## config.mk

```make
export PLATFORM = sky130hd
export DESIGN_NAME = dmi_reg_frontend
export DESIGN_NICKNAME = d
export VERILOG_FILES = /design/src/rtl/dmi_reg_frontend.sv
export SDC_FILE = /design/constraint.sdc
export NUM_CORES = 1
export LEC_CHECK = 0
export ABC_AREA = 1
export BUFFER_PORTS_ARGS = -buffer_cell sky130_fd_sc_hd__buf_4
export CORE_AREA = 3 3 110 112
export CTS_CLUSTER_DIAMETER = 150
export DETAILED_ROUTE_END_ITERATION = 8
export DIE_AREA = 0 0 113 115
export PLACE_DENSITY = 0.79
export SETUP_SLACK_MARGIN = 0.5
export SLEW_MARGIN = 40
export SYNTH_ARGS = -nofsm -noshare
export SYNTH_HDL_FRONTEND = slang
export SYNTH_SLANG_ARGS = --single-unit
```

## constraint.sdc

```tcl
create_clock -name clk_i -period 4.7 [get_ports clk_i]
set_input_delay 0.47 -clock clk_i [delete_from_list [all_inputs] [get_ports clk_i]]
set_output_delay 0.47 -clock clk_i [all_outputs]
set_load 0.005 [all_outputs]
```

## src/rtl/dmi_reg_frontend.sv

```systemverilog
// Core-side DMI consumer: turns DMI requests into single-outstanding register-bus accesses,
// bounds each access with a timeout and queues the DMI responses in a small FIFO.
module dmi_reg_frontend #(
    parameter int unsigned RespDepth     = 2,
    parameter int unsigned TimeoutCycles = 255
) (
    input  logic        clk_i,
    input  logic        rst_i,
    input  logic [40:0] dmi_req_i,
    input  logic        dmi_req_valid_i,
    output logic        dmi_req_ready_o,
    output logic [33:0] dmi_resp_o,
    output logic        dmi_resp_valid_o,
    input  logic        dmi_resp_ready_i,
    output logic        reg_req_o,
    output logic        reg_we_o,
    output logic [6:0]  reg_addr_o,
    output logic [31:0] reg_wdata_o,
    input  logic        reg_gnt_i,
    input  logic        reg_rvalid_i,
    input  logic [31:0] reg_rdata_i,
    input  logic        reg_err_i,
    output logic        reg_abort_o
);
    localparam int unsigned PtrW = (RespDepth > 1) ? $clog2(RespDepth) : 1;
    localparam int unsigned CntW = PtrW + 1;
    localparam int unsigned TmoW = $clog2(TimeoutCycles + 1);
    localparam logic [TmoW-1:0] TmoLast = TmoW'(TimeoutCycles - 1);

    localparam logic [1:0] OpNop       = 2'h0;
    localparam logic [1:0] OpRead      = 2'h1;
    localparam logic [1:0] OpWrite     = 2'h2;
    localparam logic [1:0] OpReserved  = 2'h3;
    localparam logic [1:0] RespSuccess = 2'h0;
    localparam logic [1:0] RespErr     = 2'h2;

    typedef enum logic [1:0] {
        ST_IDLE,
        ST_ISSUE,
        ST_WAIT_RSP
    } state_e;

    state_e            state_q, state_d;
    logic [1:0]        op_q;
    logic              imm_pend_q, imm_pend_d;
    logic [1:0]        imm_resp_q;
    logic [TmoW-1:0]   tmo_q;
    logic [CntW-1:0]   count_q, count_d;
    logic [PtrW-1:0]   wr_ptr_q, rd_ptr_q;
    logic [33:0]       mem [RespDepth];

    logic [1:0]        req_op;
    logic              accept, busy, rsp_done, expire, push, pop, ready_d;
    logic [33:0]       push_data;

    // Handshakes: a transfer happens on a rising edge where valid and ready are both high;
    // valid never depends on ready, and request fields are held while valid waits.
    always_comb begin
        req_op   = dmi_req_i[33:32];
        accept   = dmi_req_valid_i & dmi_req_ready_o;
        busy     = (state_q != ST_IDLE);
        rsp_done = (state_q == ST_WAIT_RSP) & reg_rvalid_i;
        expire   = busy & (tmo_q == TmoLast) & ~rsp_done;
        push     = imm_pend_q | rsp_done | expire;
        pop      = dmi_resp_valid_o & dmi_resp_ready_i;

        if (imm_pend_q) begin
            push_data = {32'h0, imm_resp_q};
        end else if (rsp_done) begin
            push_data = {(op_q == OpRead) ? reg_rdata_i : 32'h0,
                         reg_err_i ? RespErr : RespSuccess};
        end else begin
            push_data = {32'h0, RespErr};
        end

        count_d = count_q + CntW'(push) - CntW'(pop);

        state_d = state_q;
        case (state_q)
            ST_IDLE:     if (accept && (req_op == OpRead || req_op == OpWrite)) state_d = ST_ISSUE;
            ST_ISSUE:    if (expire) state_d = ST_IDLE;
                         else if (reg_gnt_i) state_d = ST_WAIT_RSP;
            ST_WAIT_RSP: if (rsp_done || expire) state_d = ST_IDLE;
            default:     state_d = ST_IDLE;
        endcase

        imm_pend_d = accept & (req_op == OpNop || req_op == OpReserved);
        // A pending immediate response already owns a FIFO slot.
        ready_d = (state_d == ST_IDLE) &&
                  (({1'b0, count_d} + (CntW + 1)'(imm_pend_d)) < (CntW + 1)'(RespDepth));
    end

    always_ff @(posedge clk_i or posedge rst_i) begin
        if (rst_i) begin
            state_q         <= ST_IDLE;
            op_q            <= 2'h0;
            imm_pend_q      <= 1'b0;
            imm_resp_q      <= 2'h0;
            tmo_q           <= '0;
            count_q         <= '0;
            wr_ptr_q        <= '0;
            rd_ptr_q        <= '0;
            mem             <= '{default: '0};
            dmi_req_ready_o <= 1'b0;
            reg_req_o       <= 1'b0;
            reg_we_o        <= 1'b0;
            reg_addr_o      <= 7'h0;
            reg_wdata_o     <= 32'h0;
            reg_abort_o     <= 1'b0;
        end else begin
            state_q         <= state_d;
            dmi_req_ready_o <= ready_d;
            reg_req_o       <= (state_d == ST_ISSUE);
            reg_abort_o     <= expire;
            imm_pend_q      <= imm_pend_d;
            count_q         <= count_d;

            if (accept) begin
                op_q        <= req_op;
                reg_we_o    <= (req_op == OpWrite);
                reg_addr_o  <= dmi_req_i[40:34];
                reg_wdata_o <= dmi_req_i[31:0];
                imm_resp_q  <= (req_op == OpNop) ? RespSuccess : RespErr;
                tmo_q       <= '0;
            end else if (busy) begin
                tmo_q <= tmo_q + TmoW'(1);
            end

            if (push) begin
                mem[wr_ptr_q] <= push_data;
                wr_ptr_q      <= wr_ptr_q + PtrW'(1);
            end
            if (pop) begin
                rd_ptr_q <= rd_ptr_q + PtrW'(1);
            end
        end
    end

    assign dmi_resp_o       = mem[rd_ptr_q];
    assign dmi_resp_valid_o = (count_q != '0);

endmodule

```

==> summary.txt <==
Floorplanning
  – Top Ports: 158
  – Die height: 115 um
  – FP Rows: 39
  – Total die area: 13000 um^2
  – Initial core utilization: 0.519
  – Die Width: 113 um
  – Core region area: 11300 um^2

STA
  – Final setup TNS: 0 ns
  – Worst Tran Pin Value: 0.728 ns
  – Unrepaired setup endpoints after global routing: false
  – Setup violations, final: 0
  – Max_slew headroom: 0.513
  – Min Tclk post-route: 2.74 ns
  – Hold Fails Final Rpt: 0
  – Clk_skew: 0.00560 ns
  – Fmax: 0.365 GHz
  – Final period util: 0.582
  – Final Max Tran Viols: 0

Clocking
  – Hold-fix buffers, CTS: 0
  – Clk slew on worst S/H paths: 0.06 ns
  – Clk sinks: 127
  – PostCTS Resize Cnt: 0
  – H-tree levels: 4
  – TritonCTS buffer count: 17
  – Root Buffer: clkbuf_16
  – Clock Path Buffers: 2
  – CTS tree: done
  – Post CTS Setup Buffer Count: 0
  – Clock Latency Late Sink: 0.41 ns

Setup path
  – Critical path's most frequent cell: inv_1
  – CP Cell Sequence: inv_1 > ha_1 > inv_1 > nor2_1 > nand3_2 > nand2_4 > inv_1 > ha_1 > inv_1 > ha_1 > nor3b_1 > nor2_1 > nand2_1 > nor2_1
  – Worst setup SP type: register
  – CP Class: register to register
  – Worst Setup End Kind: register
  – Slowest cell on the critical path: nand2_4
  – CP Max Fanout: 68
  – WP data arrival: 3.07 ns
  – WP data required: 5.03 ns
  – Max incr delay on CP: 0.49 ns

Drt
  – Vias per cell: 5.01
  – Post-Route WL: 14.9 mm
  – Wire length per cell: 14.0 um
  – First-pass DRT Iterations: 5
  – Drt drc: 0
  – Final ANT Viol Nets: 0
  – Vias: 5307
  – DRT iter0 DRCs: 400

Synth
  – Share of the synthesized area in the top cell type: 0.541
  – Cell variety after synth: 29
  – Syn nets: 854
  – Flops & latches, synth: 127
  – Post-Syn Area per Cell: 7.65 um^2
  – Yosys warnings: 0
  – Area leader, netlist: dfrtp_1
  – Synth top area cells: dfrtp_1 (54%), nand2_1 (26%), nand3_1 (6.0%), nor2_1 (2.9%), clkbuf_1 (1.6%)
  – Cells after Synth: 768
  – Sequential area share after synthesis: 0.541
  – Synth Cell Area: 5880 um^2

Place
  – IO buf count: 156
  – Placed Cells: 1029
  – DPL Wire Length: 9.70 mm
  – Gpl congestion: 0.832

Power
  – Pwr Density: 535 nW/um^2
  – Worst ir drop on vdd: 0.000328 V
  – Static Leak: 4.31 nW

Final layout
  – Fin util: 0.676
  – Share of layout cells above drive strength 1: 0.226
  – Final #Nets: 991
  – Area Overhead vs Synth: 30.2%
  – Fin cells: 1059
  – Fill count: 1001
  – Ant diodes: 0

Global routing
  – Largest net degree at the start of global routing: 69
  – M2 GR Usage: 0.386
  – Vias in the first global route: 5147
  – Top Usage Layer GRT: met2
  – Met3 usage: 0.0868
  – Initial antenna violation count: 0
  – Met1 Use GR: 0.302
  – Total Routing Usage GR: 0.239
  – Grt ovf: 0
  – First-pass GRT wire length: 24.8 mm

Hold path
  – HP Class: input pin to async pin

Outcome
  – Status: finished clean

Run
  – Max-cap violation count: 0
worst paths after layout:
kind,start,end,slack [ns],cells after the start
hold / removal,rst_i,reg_addr_o[3],0.19,2
setup / recovery,tmo_q[0],dmi_req_ready_o,1.96,14
min in group clk_i,dmi_req_i[3],reg_wdata_o[3],0.25,3
hold reg to reg,mem[57],mem[57],0.47,2
max in group asynchronous,rst_i,mem[4],3.57,3
setup reg to reg,tmo_q[0],dmi_req_ready_o,1.96,14
cell usage in the layout (no fill, tap or decap), types with 2 or more instances in the layout:
| master | instances |
|---|---|
| nand2_1 | 408 |
| buf_4 | 162 |
| dfrtp_1 | 127 |
| nand3_1 | 70 |
| nor2_1 | 46 |
| inv_1 | 23 |
| clkbuf_16 | 17 |
| o21ai_0 | 9 |
| a21oi_1 | 6 |
| ha_1 | 6 |
| nand2_2 | 4 |
| clkinv_2 | 4 |
| clkinvlp_4 | 4 |
| inv_2 | 3 |
| nand4_1 | 3 |
| bufinv_16 | 3 |
| nor2_4 | 2 |
| nand3_2 | 2 |
| nor3_1 | 2 |
| clkbuf_8 | 2 |
metrics by stage:
step           instance area (um^2)  hold WS [ns]  power (W)  setup WS (ns)
3_5_place_dp                   7060         0.458    0.00280           2.00
6_report                       7650         0.195    0.00410           1.96
3_3_place_gp                   7050         0.453    0.00275           2.10
5_1_grt                        7650         0.237    0.00436           1.75
4_1_cts                        7650         0.211    0.00412           1.93
2_1_floorplan                  5880         0.442    0.00223          0.846
layer usage:
layer  vias up  part of all wire
met5         -                 0
met1      2467              0.41
li1       2634                 -
met3        20             0.093
met4         0             0.018
met2       186              0.47
Yosys cell counts (all sizes together):
library cell / n
or2: 1
clkbuf: 25
a211oi: 1
nand4: 3
xor2: 1
nand3: 72
clkinv: 3
a21oi: 6
and3: 1
o22ai: 1
inv: 27
o21bai: 1
nor3: 2
o21ai: 9
buf: 19
nor2: 48
nand2: 413
nor3b: 1
conb: 1
dfrtp: 127
ha: 6
cell families (layout without fill, tap and decap cells):
kind of cell	Yosys count	in the layout	synth area share
simple gates	541	541	0.371
flops	127	127	0.541
buf+inv	74	222	0.0569
compound gates	18	18	0.0164
fa+ha+maj	6	6	0.0128
other cells	1	1	0.000638
xor+xnor	1	1	0.00149
cell type report:
cell class,instances,area (um^2),area share
Inverter,30,118,0.0154
Tap cell,143,179,0.0234
Multi-Input combinational cell,567,2370,0.309
Clock inverter,10,139,0.0181
Clock buffer,20,457,0.0597
Sequential cell,127,3180,0.415
Timing Repair Buffer,162,1220,0.159
flip-flops by register name, summed over array words and instances, names as in the netlist, 2 cells and up:
name / flops
reg_wdata_o: 32
reg_addr_o: 7
op_q: 2
mem: 66
tmo_q: 8
count_q: 2
state_q: 2
power breakdown:
group          switching, W  internal [W]
logic              0.000791      0.000476
clock network      0.000457      0.000853
registers          0.000168       0.00135
total               0.00142       0.00268
worst max-delay path, delay by kind of cell (launching register included):
family	cells	cell delay (ns)
fa+ha+maj	3	0.75
buf+inv	4	0.32
flops	1	0.39
simple gates	7	1.18
Power figures use the tool's default switching activity.
